### src/rtl/interrupt_source_ctrl.sv
// rtl/interrupt_source_ctrl.sv - two-line prioritised interrupt initiator with ack/timeout response
module interrupt_source_ctrl #(
  parameter int DEPTH   = 4,
  parameter int TIMEOUT = 255
) (
  input  logic        CLK,
  input  logic        Reset,
  input  logic        req0Valid,
  input  logic [15:0] req0Data,
  input  logic [1:0]  req0Lvl,
  output logic        req0Ready,
  input  logic        req1Valid,
  input  logic [15:0] req1Data,
  input  logic [1:0]  req1Lvl,
  output logic        req1Ready,
  output logic        int0,
  output logic        int1,
  output logic        intLvl1,
  output logic        intLvl0,
  output logic [15:0] intDataIn,
  output logic        intWrite,
  input  logic        intr,
  input  logic [15:0] intDataOut,
  output logic        rspValid,
  output logic        rspLine,
  output logic [15:0] rspData,
  output logic        rspTimeout,
  output logic        busy
);

  localparam int AW = $clog2(DEPTH);
  localparam int PW = AW + 1;
  localparam int CW = (TIMEOUT > 0) ? $clog2(TIMEOUT + 1) : 1;
  localparam logic [CW-1:0] TMO_LAST = CW'((TIMEOUT > 0) ? TIMEOUT - 1 : 0);

  typedef enum logic [1:0] {IDLE, ISSUE, WAIT, GAP} state_t;

  state_t state, state_n;

  // FIFO entries hold {level, payload}; pointers carry a wrap bit for full/empty
  logic [17:0]   mem0 [DEPTH];
  logic [17:0]   mem1 [DEPTH];
  logic [AW:0]   wptr0, rptr0, wptr1, rptr1;
  logic          full0, full1, ne0, ne1;
  logic          push0, push1, pop0, pop1;
  logic [17:0]   head0, head1;
  logic          pick1;

  logic          run;
  logic          sel_line;
  logic [1:0]    sel_lvl;
  logic [15:0]   sel_data;
  logic [CW-1:0] cnt;
  logic          load_sel, take_ack, take_tmo;
  logic          active;

  assign full0 = (wptr0[AW] != rptr0[AW]) && (wptr0[AW-1:0] == rptr0[AW-1:0]);
  assign full1 = (wptr1[AW] != rptr1[AW]) && (wptr1[AW-1:0] == rptr1[AW-1:0]);
  assign ne0   = (wptr0 != rptr0);
  assign ne1   = (wptr1 != rptr1);

  // Ready is held low during reset and rises on the first edge after release
  assign req0Ready = run && !full0;
  assign req1Ready = run && !full1;

  assign push0 = req0Valid && req0Ready;
  assign push1 = req1Valid && req1Ready;
  assign pop0  = (state == ISSUE) && !sel_line;
  assign pop1  = (state == ISSUE) && sel_line;

  assign head0 = mem0[rptr0[AW-1:0]];
  assign head1 = mem1[rptr1[AW-1:0]];

  // Higher head level wins; a tie or an empty line 1 falls to line 0
  assign pick1 = ne1 && (!ne0 || (head1[17:16] > head0[17:16]));

  // Payload storage is not reset; pointer reset alone empties the FIFOs
  always_ff @(posedge CLK) begin
    if (push0) mem0[wptr0[AW-1:0]] <= {req0Lvl, req0Data};
    if (push1) mem1[wptr1[AW-1:0]] <= {req1Lvl, req1Data};
  end

  // FIFO pointers and the post-reset ready enable
  always_ff @(posedge CLK or negedge Reset) begin
    if (!Reset) begin
      wptr0 <= '0;
      rptr0 <= '0;
      wptr1 <= '0;
      rptr1 <= '0;
      run   <= 1'b0;
    end else begin
      run <= 1'b1;
      if (push0) wptr0 <= wptr0 + PW'(1);
      if (pop0)  rptr0 <= rptr0 + PW'(1);
      if (push1) wptr1 <= wptr1 + PW'(1);
      if (pop1)  rptr1 <= rptr1 + PW'(1);
    end
  end

  // FSM state register
  always_ff @(posedge CLK or negedge Reset) begin
    if (!Reset) state <= IDLE;
    else        state <= state_n;
  end

  // Next-state logic; an ack on the timeout cycle takes precedence over the abort
  always_comb begin
    state_n  = state;
    load_sel = 1'b0;
    take_ack = 1'b0;
    take_tmo = 1'b0;
    case (state)
      IDLE: begin
        if (ne0 || ne1) begin
          load_sel = 1'b1;
          state_n  = ISSUE;
        end
      end
      ISSUE: state_n = WAIT;
      WAIT: begin
        if (intr) begin
          take_ack = 1'b1;
          state_n  = GAP;
        end else if ((TIMEOUT != 0) && (cnt == TMO_LAST)) begin
          take_tmo = 1'b1;
          state_n  = GAP;
        end
      end
      GAP:     state_n = IDLE;
      default: state_n = IDLE;
    endcase
  end

  // Selected request capture, wait counter and response registers
  always_ff @(posedge CLK or negedge Reset) begin
    if (!Reset) begin
      sel_line   <= 1'b0;
      sel_lvl    <= 2'd0;
      sel_data   <= 16'd0;
      cnt        <= '0;
      rspValid   <= 1'b0;
      rspLine    <= 1'b0;
      rspData    <= 16'd0;
      rspTimeout <= 1'b0;
    end else begin
      rspValid <= 1'b0;
      if (load_sel) begin
        sel_line <= pick1;
        sel_lvl  <= pick1 ? head1[17:16] : head0[17:16];
        sel_data <= pick1 ? head1[15:0]  : head0[15:0];
      end
      if (state == ISSUE) begin
        cnt <= '0;
      end else if (state == WAIT && cnt != {CW{1'b1}}) begin
        cnt <= cnt + CW'(1);
      end
      if (take_ack) begin
        rspValid   <= 1'b1;
        rspLine    <= sel_line;
        rspData    <= intDataOut;
        rspTimeout <= 1'b0;
      end else if (take_tmo) begin
        rspValid   <= 1'b1;
        rspLine    <= sel_line;
        rspData    <= 16'd0;
        rspTimeout <= 1'b1;
      end
    end
  end

  // Interrupt lines decode straight from state so reset drops them at once
  assign active    = (state == ISSUE) || (state == WAIT);
  assign int0      = active && !sel_line;
  assign int1      = active && sel_line;
  assign intLvl1   = active && sel_lvl[1];
  assign intLvl0   = active && sel_lvl[0];
  assign intDataIn = active ? sel_data : 16'd0;
  assign intWrite  = (state == ISSUE);
  assign busy      = (state != IDLE);

endmodule

### config.mk
export PLATFORM = sky130hd
export DESIGN_NAME = interrupt_source_ctrl
export DESIGN_NICKNAME = d
export VERILOG_FILES = /design/src/rtl/interrupt_source_ctrl.sv
export SDC_FILE = /design/constraint.sdc
export NUM_CORES = 1
export LEC_CHECK = 0
export ABC_CLOCK_PERIOD_IN_PS = 3500
export BUFFER_PORTS_ARGS = -buffer_cell sky130_fd_sc_hd__buf_2
export CAP_MARGIN = 15
export CORE_UTILIZATION = 44
export DETAILED_ROUTE_END_ITERATION = 7
export SYNTH_ARGS = -nofsm -noshare
export SYNTH_HDL_FRONTEND = slang
export SYNTH_SLANG_ARGS = --single-unit
### constraint.sdc
create_clock -name CLK -period 3.5 [get_ports CLK]
set_input_delay 0.175 -clock CLK [delete_from_list [all_inputs] [get_ports CLK]]
set_output_delay 0.175 -clock CLK [all_outputs]
set_load 0.05 [all_outputs]
== Word level (Yosys, flattened, before mapping) ==
Memories as Yosys holds them, arrays and structs flattened.
Index checks and enable logic that the tools add are counted.

* Logic and storage cells: 89
* Register bits after elaboration: 61
* RAM bits: 144
* Memories: 2
* Output and inout bits: 43

* $lt $le $gt $ge: 1
* Reductions and logical operators: 26
* Muxes and demuxes: 28
* Add/subtract/negate cells: 5
* Equal/unequal tests: 13

{| class="wikitable"
|+ Memory list
! name !! words !! bits a word !! read ports !! clocked after memory_dff !! wr ports !! RTL line !! RTL
|-
| mem0 || 4 || 18 || 1 || 0 || 1 || 41 || <nowiki>logic [17:0] mem0 [DEPTH];</nowiki>
|-
| mem1 || 4 || 18 || 1 || 0 || 1 || 42 || <nowiki>logic [17:0] mem1 [DEPTH];</nowiki>
|}

{| class="wikitable"
|+ Operators by type and width
! operator !! number
|-
| $mux W16 || 4
|-
| $mux W1 || 17
|-
| $mux W8 || 2
|-
| $logic_and A1 B1 Y1 || 14
|-
| $add A3 B1 Y3 const B || 4
|-
| $add A8 B1 Y8 const B || 1
|-
| $eq A8 B8 Y1 const B || 1
|-
| $mux W2 || 4
|-
| $ne A8 B8 Y1 const B || 1
|-
| $pmux W2 S4 || 1
|-
| $ne A3 B3 Y1 || 2
|-
| $reduce_bool A2 Y1 || 3
|-
| $eq A2 B2 Y1 || 2
|-
| $eq A2 B2 Y1 const B || 2
|-
| $logic_not A1 Y1 || 4
|-
| $logic_or A1 B1 Y1 || 3
|-
| $ne A3 B3 Y1 const B || 1
|-
| $eq A2 B1 Y1 const B || 1
|-
| $gt A2 B2 Y1 || 1
|-
| $logic_not A2 Y1 || 1
|-
| $ne A1 B1 Y1 || 2
|-
| $ne A2 B2 Y1 const B || 1
|-
| $reduce_and A2 Y1 || 1
|}

== Depth between registers and ports, before layout ==
* Depth in word-level cells: 7
* Mapped depth: 11

== Worst setup path after synthesis ==
OpenSTA, ideal clock, no wires.

* Path type: register -> register
* Start: reg wptr0[1]
* End: mem mem0[3][0], enable pin
* Arrival time: 2.234 ns
* Library setup time: 0.378 ns
* Stages on the path, launching flop included: 5
* Setup slack: 0.888 ns
* Clock period less this slack: 2.612 ns
* Cell sequence: dfrtp_1 xor2_1 nor2_1 a21boi_1 and3_1

* Cells in the longest elaborated chain, start to end: 7

{| class="wikitable"
|+ Ends and longest elaborated chain
! element !! RTL line !! RTL
|-
| from (decl) || 43 || <nowiki>logic [AW:0] wptr0, rptr0, wptr1, rptr1;</nowiki>
|-
| from (signal assigned) || 93 || <nowiki>if (push0) wptr0 <= wptr0 + PW'(1);</nowiki>
|-
| $eq A2 B2 Y1 || 57 || <nowiki>assign full0 = (wptr0[AW] != rptr0[AW]) && (wptr0[AW-1:0] == rptr0[AW-1:0]);</nowiki>
|-
| $logic_and A1 B1 Y1 || 57 ||
|-
| $logic_not A1 Y1 || 63 || <nowiki>assign req0Ready = run && !full0;</nowiki>
|-
| $logic_and A1 B1 Y1 || 63 ||
|-
| net req0Ready || 11 || <nowiki>output logic req0Ready,</nowiki>
|-
| $logic_and A1 B1 Y1 || 66 || <nowiki>assign push0 = req0Valid && req0Ready;</nowiki>
|-
| $mux W1 || 79 || <nowiki>if (push0) mem0[wptr0[AW-1:0]] <= {req0Lvl, req0Data};</nowiki>
|-
| $mux W1 (not written as such) || 79 ||
|-
| to (decl) || 41 ||
|}

The timed path passes the listed nets, and every way through them passes these cells.

== Worst setup path after layout ==
* Start: reg rptr1[1]
* End: reg sel_data[3]

* Cells in the longest elaborated chain, start to end: 5
* Elaborated cells between the ends (all ways): 9
* Classes of those cells: 1 x order compare; 1 x eq/ne; 3 x mux; 3 x reduce/logical; 1 x memory

{| class="wikitable"
|+ Ends and longest elaborated chain
! element !! RTL line !! RTL
|-
| from (decl) || 43 ||
|-
| from (signal assigned) || 96 || <nowiki>if (pop1) rptr1 <= rptr1 + PW'(1);</nowiki>
|-
| $mem_v2 Z4 W18 || - ||
|-
| $gt A2 B2 Y1 || 75 || <nowiki>assign pick1 = ne1 && (!ne0 || (head1[17:16] > head0[17:16]));</nowiki>
|-
| $logic_or A1 B1 Y1 || 75 ||
|-
| $logic_and A1 B1 Y1 || 75 ||
|-
| $mux W16 || 150 || <nowiki>sel_data <= pick1 ? head1[15:0] : head0[15:0];</nowiki>
|-
| to (signal assigned) || 150 ||
|-
| to (decl) || 52 || <nowiki>logic [15:0] sel_data;</nowiki>
|}

Parallel ways exist; a longest one is shown, timed or not.
A chain may end at the register's enable or synchronous reset.

==> qor.yml <==
sta:
  setup-tns-final_ns: 0
  hold_viol_final: 0
  layout_min_cycle_time_ns: 2.64
  rsz0062_at_grt: "no"
  drv_slew: 0
  worst_slew_pin_slew_ns: 0.934
  setup_viol: 0
  maxSlewHeadroom: 0.375
  skew_ns: 0.0174
  timing.fmax_ghz: 0.378
  min_period_over_period: 0.756
logic_synthesis:
  synthMuxAreaShare: 0.128
  yosysMostFrequentCell: "edfxtp_1"
  ys_warn_count: 0
  synth_compound_area_frac: 0.0434
  synthXorXnorAreaFrac: 0.0222
  ys_async_sr_fraction: 0.298
  postSynthAreaPerCell_um2: 17.7
  synthFlopType: "edfxtp_1"
  synth_top_family_by_area: "multiplexers"
  synth-simple-area-share: 0.0521
  synth_top_area_share: 0.522
  synth_edf_count: 144
  yosys-top-cells-area: "edfxtp_1 (52%), dfrtp_1 (18%), mux4_2 (9.8%)"
  netlist_area_mm2: 0.00828
  syn-instance-count: 469
  yosysSeqAreaShare: 0.707
  synth_cell_types: 36
  syn_nets: 543
  synth_top_area_cell: "edfxtp_1"
  synth_fa_ha_area_frac: 0.0257
  synth_seq_cells: 205
  synth_common_cells: "edfxtp_1 (144), dfrtp_1 (61), mux4_2 (36)"
critical_path:
  criticalPathCategory: "flip-flop to flip-flop"
  endpoint_kind: "flip-flop"
  required_ns: 3.86
  crit_path_start_kind: "flip-flop"
  startpoint: "rptr1[1]$_DFFE_PN0P_"
  r2r_start: "rptr1[1]$_DFFE_PN0P_"
  cp_max_fo: 19
  cp_data_arrival_time_ns: 3.01
  r2r_slack_ns: 0.86
run_status:
  status: "complete, but fails checks"
  violations: "DRC"
layout:
  nFillCells: 1418
  area_growth_pct: 25.6
  drive_above_1_share: 0.309
  final_cell_count_no_fill: 890
  n_antenna_cell: 0
  nets: 718
global_route:
  grtUsageTotal: 0.175
  grt_max_degree: 38
  grt_pass1_wl_um: 26000
  antenna_found_initial: 0
  grt_overflow_total: 0
  grt_pass1_vias: 4893
placed_design:
  place_inst: 793
  numPortBuffers: 99
  gp_congestion: 0.768
  hpwl_um: 10600
clock_tree:
  cts_tree: "done"
  cts_root_buffer: "clkbuf_16"
  clk_pin_slew_worst_paths_ns: 0.06
  clockBufferDepth: 3
  post_cts_buffers: 0
  clock_sinks: 205
  clk_latency_ns: 0.51
  cts_buffers: 23
  cts_max_level: 1
route:
  drc: 13
  drt_iter0_drc: 240
  ant_nets: 0
  wl_per_cell_um: 18.4
  via_count: 4621
  first_pass_iters: 7
  wl_um: 16400
  via_per_inst: 5.19
power_and_ir_drop:
  irDropWorstVdd_uv: 876
  p_leak_nw: 4.15
  p_per_area_mw_per_mm2: 955
floorplanning:
  die_h_um: 139
  io_pins: 100
  core-area_mm2: 0.0182
  initial_core_util: 0.455
  rows: 49
  die_area_mm2: 0.0194
  die_x_um: 139
job:
  drv_cap: 0
worst_hold_path:
  hold_class: "primary input to flip-flop"
  worstHoldStart: "intr"
-- report_power, final --
part	switching, mW	internal [mW]	total (mW)
clock	0.940	1.55	2.49
combinational	2.50	1.49	3.99
sequential	0.321	3.13	3.45
total	3.76	6.17	9.93
-- flip-flops by register name, indices dropped and copies added (netlist names) --
| signal | cells |
|---|---|
| rspData | 16 |
| wptr1 | 3 |
| mem1 | 72 |
| sel_line | 1 |
| rspTimeout | 1 |
| rspValid | 1 |
| cnt | 8 |
| rspLine | 1 |
| sel_data | 16 |
| state | 2 |
| wptr0 | 3 |
| rptr0 | 3 |
| mem0 | 72 |
| run | 1 |
| sel_lvl | 2 |
| rptr1 | 3 |
-- cell families after synthesis --
group                    count (synthesis)
AO/OA/AOI/OAI                           47
AND/OR/NAND/NOR                         86
flip-flops                             205
XOR/XNOR                                21
buffers and inverters                   32
multiplexers                            60
other                                    1
adder cells (fa/ha/maj)                 17
-- worst max-delay path, cell delays in order, from the launching register on --
cell	delay, ns
dfrtp_1	0.70
mux4_2	0.42
ha_1	0.32
nor2b_1	0.13
a2bb2oi_1	0.14
o21ai_2	0.11
buf_4	0.34
mux2i_1	0.28
o21ai_2	0.07
-- per-stage QoR --
stage | util | instance area (um2) | setup slack [ns] | power (mW) | hold slack (ns)
global placement | 0.497 | 9050 | 0.895 | 7.37 | 0.312
finish | 0.571 | 10400 | 0.855 | 9.93 | 0.145
global route | 0.571 | 10400 | 0.624 | 10.5 | 0.156
CTS | 0.571 | 10400 | 0.826 | 10.1 | 0.129
detailed placement | 0.497 | 9050 | 0.819 | 7.49 | 0.322
floorplan | - | 8280 | 0.888 | 6.67 | -0.121
-- placed cells by master (no fill, tap or decap), types with 17 or more instances in the layout --
cell type and count:
edfxtp_1 144, buf_2 99, dfrtp_1 61, dlygate4sd3_1 55, mux4_2 36, nand2_1 24
clkbuf_16 23, and2_1 20, mux2i_1 18, nor2_1 17, ha_1 17
-- per-layer routing --
metal / vias to the layer above / global-route usage / share of wire
met4: 0 / 0.0509 / 0.023
met2: 125 / 0.304 / 0.49
met3: 24 / 0.0349 / 0.048
met5: - / 0 / 0
met1: 2330 / 0.223 / 0.44
li1: 2142 / - / -
-- layout make-up --
class	count	area [um2]	area share
sequential	205	5850	0.562
timing repair buffer	170	1170	0.112
tap	229	287	0.0275
multi-input combinational	232	2250	0.216
clock buffer	25	603	0.0580
inverter	12	45.0	0.00433
clock inverter	17	201	0.0194
-- worst paths after layout --
| kind | end | depth (start not counted) |
|---|---|---|
| max | sel_data[3]$_DFFE_PN0P_ | 8 |
| max in group asynchronous | sel_data[8]$_DFFE_PN0P_ | 3 |
| min in group asynchronous | cnt[2]$_DFFE_PN0P_ | 2 |
| min reg2reg | wptr1[2]$_DFFE_PN0P_ | 1 |
| min | rspValid$_DFF_PN0_ | 4 |
| max reg2reg | sel_data[3]$_DFFE_PN0P_ | 8 |
-- timing repair --
action / in CTS / in global routing
hold buffers: 55 / 0
hold endpoints to repair: 198 / 0
resized for setup: 0 / 0
Power figures use the tool's default switching activity.
